$ cat config.mk
export PLATFORM = sky130hd
export DESIGN_NAME = load_store_unit_flat
export DESIGN_NICKNAME = d
export VERILOG_FILES = /design/src/rtl/load_store_unit_if.sv /design/src/rtl/load_store_unit.sv /design/src/flat_wrapper.sv
export SDC_FILE = /design/constraint.sdc
export NUM_CORES = 1
export LEC_CHECK = 0
export ABC_AREA = 1
export BUFFER_PORTS_ARGS = -buffer_cell sky130_fd_sc_hd__buf_4
export CAP_MARGIN = 20
export CORE_MARGIN = 8
export CORE_UTILIZATION = 50
export DETAILED_ROUTE_END_ITERATION = 8
export GPL_ROUTABILITY_DRIVEN = 0
export PLACE_DENSITY = 0.79
export SLEW_MARGIN = 20
export SYNTH_ARGS = -nofsm -noshare
export SYNTH_HDL_FRONTEND = slang
export SYNTH_SLANG_ARGS = --single-unit
$ cat constraint.sdc
create_clock -name clk -period 3.3 [get_ports clk]
set_input_delay 0.165 -clock clk [delete_from_list [all_inputs] [get_ports clk]]
set_output_delay 0.165 -clock clk [all_outputs]
set_load 0.005 [all_outputs]
$ cat src/rtl/load_store_unit_if.sv
// Load/store unit bus: CPU request side plus word-only memory side.
// slave = the LSU, master = the CPU/memory environment driving it.
interface load_store_unit_if #(
  parameter int ADDR_WIDTH = 32
);
  logic                  Req;
  logic                  IsStore;
  logic [1:0]            Size;
  logic                  Unsigned;
  logic [ADDR_WIDTH-1:0] Address;
  logic [31:0]           WriteData;
  logic                  Busy;
  logic                  Done;
  logic                  Misaligned;
  logic [31:0]           LoadData;
  logic [ADDR_WIDTH-1:0] MemAddress;
  logic [31:0]           MemWriteData;
  logic                  MemWrite;
  logic                  MemRead;
  logic [31:0]           MemReadData;

  modport slave (
    input  Req, IsStore, Size, Unsigned,
    input  Address, WriteData, MemReadData,
    output Busy, Done, Misaligned, LoadData,
    output MemAddress, MemWriteData,
    output MemWrite, MemRead
  );

  modport master (
    output Req, IsStore, Size, Unsigned,
    output Address, WriteData, MemReadData,
    input  Busy, Done, Misaligned, LoadData,
    input  MemAddress, MemWriteData,
    input  MemWrite, MemRead
  );
endinterface

$ cat src/rtl/load_store_unit.sv
// Load/store sequencer for a word-only memory: RMW sub-word stores,
// sign/zero-extended loads. Ports: clk, rst (async high), bus (slave).
module load_store_unit #(
  parameter int ADDR_WIDTH = 32
) (
  input logic               clk,
  input logic               rst,
  load_store_unit_if.slave  bus
);

  typedef enum logic [1:0] {
    IDLE,
    READ,
    WRITE,
    DONE
  } state_t;

  state_t state;
  state_t nextState;

  logic                  rIsStore;
  logic                  rUnsigned;
  logic [1:0]            rSize;
  logic [1:0]            rLane;
  logic                  rMis;
  logic [ADDR_WIDTH-1:0] memAddr;
  logic [31:0]           memWdata;
  logic [31:0]           loadReg;

  logic        reqMis;
  logic [31:0] shifted;
  logic [7:0]  byteSel;
  logic [15:0] halfSel;
  logic [31:0] loadExt;
  logic [31:0] merged;

  always_comb begin
    reqMis = 1'b1;
    unique case (bus.Size)
      2'b00:   reqMis = 1'b0;
      2'b01:   reqMis = bus.Address[0];
      2'b10:   reqMis = |bus.Address[1:0];
      default: reqMis = 1'b1;
    endcase
  end

  always_comb begin
    nextState = state;
    unique case (state)
      IDLE: begin
        if (bus.Req) begin
          if (reqMis)
            nextState = DONE;
          else if (bus.IsStore && bus.Size == 2'b10)
            nextState = WRITE;
          else
            nextState = READ;
        end
      end
      READ:  nextState = rIsStore ? WRITE : DONE;
      WRITE: nextState = DONE;
      DONE:  nextState = IDLE;
    endcase
  end

  // Lane select and extension of the word read from memory.
  always_comb begin
    shifted = bus.MemReadData >> {rLane, 3'b000};
    byteSel = shifted[7:0];
    halfSel = rLane[1] ? bus.MemReadData[31:16]
                       : bus.MemReadData[15:0];
    loadExt = bus.MemReadData;
    if (rSize == 2'b00)
      loadExt = {{24{~rUnsigned & byteSel[7]}}, byteSel};
    else if (rSize == 2'b01)
      loadExt = {{16{~rUnsigned & halfSel[15]}}, halfSel};
  end

  // memWdata still holds the captured store data while in READ.
  always_comb begin
    merged = bus.MemReadData;
    if (rSize == 2'b00) begin
      unique case (rLane)
        2'd0: merged[7:0]   = memWdata[7:0];
        2'd1: merged[15:8]  = memWdata[7:0];
        2'd2: merged[23:16] = memWdata[7:0];
        2'd3: merged[31:24] = memWdata[7:0];
      endcase
    end else if (rLane[1]) begin
      merged[31:16] = memWdata[15:0];
    end else begin
      merged[15:0] = memWdata[15:0];
    end
  end

  always_ff @(posedge clk or posedge rst) begin
    if (rst) begin
      state     <= IDLE;
      rIsStore  <= 1'b0;
      rUnsigned <= 1'b0;
      rSize     <= 2'b00;
      rLane     <= 2'b00;
      rMis      <= 1'b0;
      memAddr   <= '0;
      memWdata  <= '0;
      loadReg   <= '0;
    end else begin
      state <= nextState;
      if (state == IDLE && bus.Req) begin
        rIsStore  <= bus.IsStore;
        rUnsigned <= bus.Unsigned;
        rSize     <= bus.Size;
        rLane     <= bus.Address[1:0];
        rMis      <= reqMis;
        memAddr   <= {bus.Address[ADDR_WIDTH-1:2], 2'b00};
        if (bus.IsStore)
          memWdata <= bus.WriteData;
      end
      if (state == READ) begin
        if (rIsStore)
          memWdata <= merged;
        else
          loadReg <= loadExt;
      end
    end
  end

  assign bus.Busy         = (state != IDLE);
  assign bus.Done         = (state == DONE);
  assign bus.Misaligned   = (state == DONE) && rMis;
  assign bus.MemRead      = (state == READ);
  assign bus.MemWrite     = (state == WRITE);
  assign bus.MemAddress   = memAddr;
  assign bus.MemWriteData = memWdata;
  assign bus.LoadData     = loadReg;

endmodule
$ cat src/flat_wrapper.sv
// flat-port wrapper written by rule: the top's interface ports become plain ports
module load_store_unit_flat 
#(
  parameter int ADDR_WIDTH = 32
)
  (clk, rst, bus_Req, bus_IsStore, bus_Size, bus_Unsigned, bus_Address, bus_WriteData, bus_MemReadData, bus_Busy, bus_Done, bus_Misaligned, bus_LoadData, bus_MemAddress, bus_MemWriteData, bus_MemWrite, bus_MemRead);
  load_store_unit_if #(.ADDR_WIDTH(ADDR_WIDTH)) bus_i ();
  input logic clk;
  input logic rst;
  input wire logic [$bits(bus_i.Req)-1:0] bus_Req;
  input wire logic [$bits(bus_i.IsStore)-1:0] bus_IsStore;
  input wire logic [$bits(bus_i.Size)-1:0] bus_Size;
  input wire logic [$bits(bus_i.Unsigned)-1:0] bus_Unsigned;
  input wire logic [$bits(bus_i.Address)-1:0] bus_Address;
  input wire logic [$bits(bus_i.WriteData)-1:0] bus_WriteData;
  input wire logic [$bits(bus_i.MemReadData)-1:0] bus_MemReadData;
  output wire logic [$bits(bus_i.Busy)-1:0] bus_Busy;
  output wire logic [$bits(bus_i.Done)-1:0] bus_Done;
  output wire logic [$bits(bus_i.Misaligned)-1:0] bus_Misaligned;
  output wire logic [$bits(bus_i.LoadData)-1:0] bus_LoadData;
  output wire logic [$bits(bus_i.MemAddress)-1:0] bus_MemAddress;
  output wire logic [$bits(bus_i.MemWriteData)-1:0] bus_MemWriteData;
  output wire logic [$bits(bus_i.MemWrite)-1:0] bus_MemWrite;
  output wire logic [$bits(bus_i.MemRead)-1:0] bus_MemRead;
  assign bus_i.Req = bus_Req;
  assign bus_i.IsStore = bus_IsStore;
  assign bus_i.Size = bus_Size;
  assign bus_i.Unsigned = bus_Unsigned;
  assign bus_i.Address = bus_Address;
  assign bus_i.WriteData = bus_WriteData;
  assign bus_i.MemReadData = bus_MemReadData;
  assign bus_Busy = bus_i.Busy;
  assign bus_Done = bus_i.Done;
  assign bus_Misaligned = bus_i.Misaligned;
  assign bus_LoadData = bus_i.LoadData;
  assign bus_MemAddress = bus_i.MemAddress;
  assign bus_MemWriteData = bus_i.MemWriteData;
  assign bus_MemWrite = bus_i.MemWrite;
  assign bus_MemRead = bus_i.MemRead;
  load_store_unit #(.ADDR_WIDTH(ADDR_WIDTH)) u_core (.clk(clk), .rst(rst), .bus(bus_i));
endmodule
[Yosys cells after proc, flatten, opt, wreduce, memory -nomap -nowiden]
Cells that the tools add are included.
Storage, ports and cells
  register bits: 103
  input port bits: 103
  output and inout port bits: 101
  word-level logic and storage cells: 59
Operators by class
  eq/ne operators: 12
  shifts and indexed selects: 1
  mux-type cells: 20
  bitwise gates (word level): 4
  reduce and logical (&&, ||, !) cells: 11
Operators with widths (number)
  2-to-1 mux 32 bit: 7
  2-to-1 mux 16 bit: 3
  2-to-1 mux 8 bit: 4
  right shift 32 x 5 -> 8 bit: 1
  == test 2 bit (second input constant): 5
  == test 2 x 1 -> 1 bit (second input constant): 4
  logical NOT 2 bit: 4
  != test 4 bit (second input constant): 2
  one-hot mux 2 bit (4 select lines): 1
  2-to-1 mux 2 bit: 3
  AND reduction 2 bit: 2
  logical AND 1 bit: 3
  one-hot mux 1 bit (3 select lines): 1
  AND 1 bit: 2
  != test 2 bit (second input constant): 1
  inverter 1 bit: 2
  nonzero test 2 bit: 1
  OR reduction 2 bit: 1
  2-to-1 mux 1 bit: 1

[Logic depth before layout (Yosys ltp)]
  depth after elaboration: 6
  gate-level depth with buffers: 11
  mapped depth without buffers: 10

[Worst setup path after synthesis]
Ideal clock, no wire load.
  kind: reg-to-reg
  start point: register u_core.state[1]
  end point: register u_core.memWdata[0], in the netlist u_core.bus.MemWriteData[0]
  library setup time: 0.125 ns
  arrival: 1.417 ns
  data required time: 3.175 ns
  setup slack: 1.757 ns
  stages on the path, launching flop included: 10
  path buffers: 0
  clock period less this slack: 1.543 ns
  cells stage by stage: dfrtp_1 -> inv_1 -> ha_1 -> nand2_1 -> nor2_1 -> nand2_2 -> nand2_1 -> inv_2 -> nor2_1 -> a21oi_1
Between the ends
  elaborated cells between the ends (all ways): 9
  those cells by class: eq/ne (3); mux (3); reduce/logical (3)
RTL lines
  start: declaration: RTL line load_store_unit.sv:18  | state_t state;
  start signal: assignment: RTL line load_store_unit.sv:108  | state <= nextState;
  == test 2 x 1 -> 1 bit (*)
  via bus_MemRead: RTL line flat_wrapper.sv:24  | output wire logic [$bits(bus_i.MemRead)-1:0] bus_MemRead;
  != test 4 bit (no source line)
  AND reduction 2 bit (no source line)
  end signal: assignment: RTL line load_store_unit.sv:117  | memWdata <= bus.WriteData;
  end signal: assignment: RTL line load_store_unit.sv:121  | memWdata <= merged;
  end: declaration: RTL line load_store_unit.sv:27  | logic [31:0] memWdata;
Mark *: on every way through the listed nets, which the timed path passes. The rest lies on a longest branch.
A chain may end at the register's enable or synchronous reset.

[Final worst setup path]
  start point: register u_core.rSize[1]
  end point: register u_core.memWdata[16], in the netlist u_core.bus.MemWriteData[16]
Between the ends
  longest elaborated chain between the ends: 4
RTL lines
  start: declaration: RTL line load_store_unit.sv:23  | logic [1:0] rSize;
  start signal: assignment: RTL line load_store_unit.sv:112  | rSize <= bus.Size;
  logical NOT 2 bit: RTL line load_store_unit.sv:82  | if (rSize == 2'b00) begin
  2-to-1 mux 32 bit: RTL line load_store_unit.sv:82
  2-to-1 mux 32 bit: RTL line load_store_unit.sv:120  | if (rIsStore)
  2-to-1 mux 32 bit: RTL line load_store_unit.sv:119  | if (state == READ) begin
Every way passes these cells.

==> results.json <==
{
  "synth_seq_cells": 103,
  "fmax_mhz": 431,
  "worstSkewPairLatency_ns": 0.34,
  "synthToLayoutAreaGrowth_pct": 33.1,
  "drive_gt1_share_pct": 23.8,
  "max-vdd-ir-drop_mv": 0.427,
  "cts-buffers-inserted": 9,
  "r2r-start": "u_core.rSize[1]",
  "grt_pass1_vias": 6010,
  "path_clk_slew_ns": 0.07,
  "ant_nets": 0,
  "die_w_um": 123,
  "synth-seq-area-share_pct": 45.2,
  "rows": 39,
  "netlist_area_um2": 5710,
  "grt_max_degree": 70,
  "hold_buffers": 0,
  "diodes": 0,
  "yosysTopAreaCell": "dfrtp_1",
  "overflow": 0,
  "rsz0062_at_grt": "no",
  "cts-htree-levels": 3,
  "timing.setup.tns_ns": 0,
  "grt_pass1_wl_um": 29800,
  "core_area_um2": 11300,
  "cts_setup_buffers": 0,
  "layout.nets": 1113,
  "clock-root-buffer": "clkbuf_16",
  "die_h_um": 123,
  "worstMarginPinSlew_ns": 0.956,
  "hp-class": "primary input to asynchronous set/reset pin",
  "totalWireLength_um": 18700,
  "met3RoutedLength_um": 2370,
  "route.vias.total": 6015,
  "slew-limit-headroom_pct": 36.2,
  "crit_path_start_kind": "register",
  "synth_top_area_share_pct": 45.2,
  "routed_via_density": 5.22,
  "cts_resized": 0,
  "numPortBuffers": 201,
  "syn_inst": 824,
  "cp-end-kind": "register",
  "die_area_um2": 15100,
  "period_share_pct": 70.2,
  "final_cells": 1153,
  "crit_type": "register to register",
  "pwr_density_cell_nw_per_um2": 922,
  "crit_start": "u_core.rSize[1]",
  "cts_buffer_depth": 2,
  "wl_met1_um": 7320,
  "finalHoldViolations": 0,
  "antenna_found_initial": 0,
  "synth_area_per_cell_um2": 6.93,
  "cts_tree": "built",
  "wl_met2_um": 8450,
  "drc": 0,
  "start_util_pct": 50.6,
  "yosysWarnings": 0,
  "leakagePower_nw": 4.37,
  "cp_max_fo": 20,
  "grt.total_usage_pct": 24.8,
  "first_iter_violations": 479,
  "post-dp-hpwl_um": 14000,
  "synth_area_leaders": "dfrtp_1 45%, nand2_1 26%, inv_1 4.7%",
  "finClkSkew_ns": 0.00523,
  "synthDistinctLibCells": 25,
  "cp.arrival_ns": 2.55,
  "wl_per_cell_um": 16.2,
  "rr_worst_depth": 7,
  "finalSetupViolations": 0,
  "cts.sinks": 103,
  "pin_count": 204,
  "fin_crit_ns": 2.32,
  "highest_layer": "met4",
  "cp.required_ns": 3.53,
  "slew_violations": 0,
  "drv_cap": 0,
  "first_pass_iters": 5,
  "status": "complete, no violations",
  "place_inst": 1137
}
## synth_stat cells
| cell type | count |
|---|---|
| nand2_1 | 395 |
| dfrtp_1 | 103 |
| inv_1 | 71 |
| a21oi_1 | 52 |
| o21ai_0 | 40 |
| nor2_1 | 35 |
| nand3_1 | 29 |
| o211ai_1 | 20 |
| clkbuf_1 | 15 |
| buf_2 | 13 |
| buf_4 | 9 |
| a22oi_1 | 7 |
| o21ai_1 | 7 |
| ha_1 | 5 |
| inv_2 | 4 |
| nand2_2 | 4 |
| buf_1 | 3 |
| nor2_4 | 3 |
| nand3_2 | 2 |
| o22ai_1 | 2 |
| buf_6 | 1 |
| conb_1 | 1 |
| nand3b_1 | 1 |
| nor2_2 | 1 |
| o21a_1 | 1 |
## worst max-delay path, cell delays in order, from the launching register on
cell and delay, ns:
dfrtp_1 0.64, nor2_4 0.37, buf_4 0.28, nand2_1 0.11
nand2_1 0.39, o21ai_0 0.18, a21oi_1 0.18, nor2_1 0.05
## report_power, final
| part | internal (mW) | switching [mW] | leakage, nW |
|---|---|---|---|
| clock network | 0.740 | 0.462 | 0.166 |
| registers | 1.87 | 0.450 | 1.27 |
| logic | 1.53 | 1.95 | 2.94 |
| total | 4.14 | 2.86 | 4.37 |
## flip-flops by register name, indices dropped and copies added (netlist names)
| register | count |
|---|---|
| u_core.bus.LoadData | 32 |
| u_core.bus.MemWriteData | 32 |
| u_core.rSize | 2 |
| u_core.rIsStore | 1 |
| u_core.rUnsigned | 1 |
| u_core.rMis | 1 |
| u_core.bus.MemAddress | 30 |
| u_core.state | 2 |
| u_core.rLane | 2 |
## cell usage in the layout, fill, tap and decap left out, types with 4 or more instances in the layout
master / Yosys / final
o211ai_1: 20 / 20
o21ai_0: 40 / 40
nand2_2: 4 / 4
inv_1: 71 / 70
o21ai_1: 7 / 7
a22oi_1: 7 / 7
buf_4: 9 / 210
nand2_1: 395 / 395
inv_2: 4 / 4
dfrtp_1: 103 / 103
a21oi_1: 52 / 52
nand3_1: 29 / 29
nor2_1: 35 / 35
ha_1: 5 / 5
clkbuf_16: 0 / 9
## path summary, 6_finish.rpt
check / end / slack (ns)
worst max register to register: u_core.bus.MemWriteData[16] / 0.98
worst min register to register: u_core.bus.LoadData[24] / 0.48
worst max-delay path: u_core.bus.MemWriteData[16] / 0.98
min in group clk: u_core.bus.MemAddress[25] / 0.01
max in group asynchronous: u_core.bus.MemAddress[3] / 2.51
worst min-delay path: u_core.bus.LoadData[12] / 0.01
## area by class of cell
cell class                 count  area, um^2
fill                        1006        3680
multi-input combinational    606        2640
sequential                   103        2580
timing repair buffer         210        1580
inverter                      75         284
clock buffer                  10         229
tap                          143         179
clock inverter                 6         109
## metal layers
| metal | vias up | track usage [%] |
|---|---|---|
| met1 | 2706 | 30.0 |
| met4 | 0 | 10.1 |
| met5 | - | 0 |
| met3 | 48 | 9.34 |
| li1 | 2930 | - |
| met2 | 331 | 39.3 |
## cells by family (layout without fill, tap and decap cells)
| kind of cell | after synthesis | in the layout | synth area share (%) |
|---|---|---|---|
| flip-flops | 103 | 103 | 45.2 |
| AO/OA/AOI/OAI | 129 | 129 | 12.6 |
| AND/OR/NAND/NOR | 470 | 470 | 32.4 |
| buffers and inverters | 116 | 301 | 8.64 |
| adder cells (fa/ha/maj) | 5 | 5 | 1.10 |
| other | 1 | 2 | 0.0657 |
## through the flow
stage,power [mW],hold WS [ns],area (um^2),utilization [%],worst slack (ns)
2_1_floorplan,4.26,0.275,5710,-,0.431
3_3_place_gp,5.73,0.360,7260,64.4,1.20
3_5_place_dp,5.79,0.363,7260,64.4,1.07
4_1_cts,7.02,0.00519,7590,67.4,1.03
5_1_grt,7.60,0.00658,7590,67.4,0.789
6_report,7.01,0.00976,7590,67.4,0.982
Note: power is estimated with default switching activity, not from simulation.
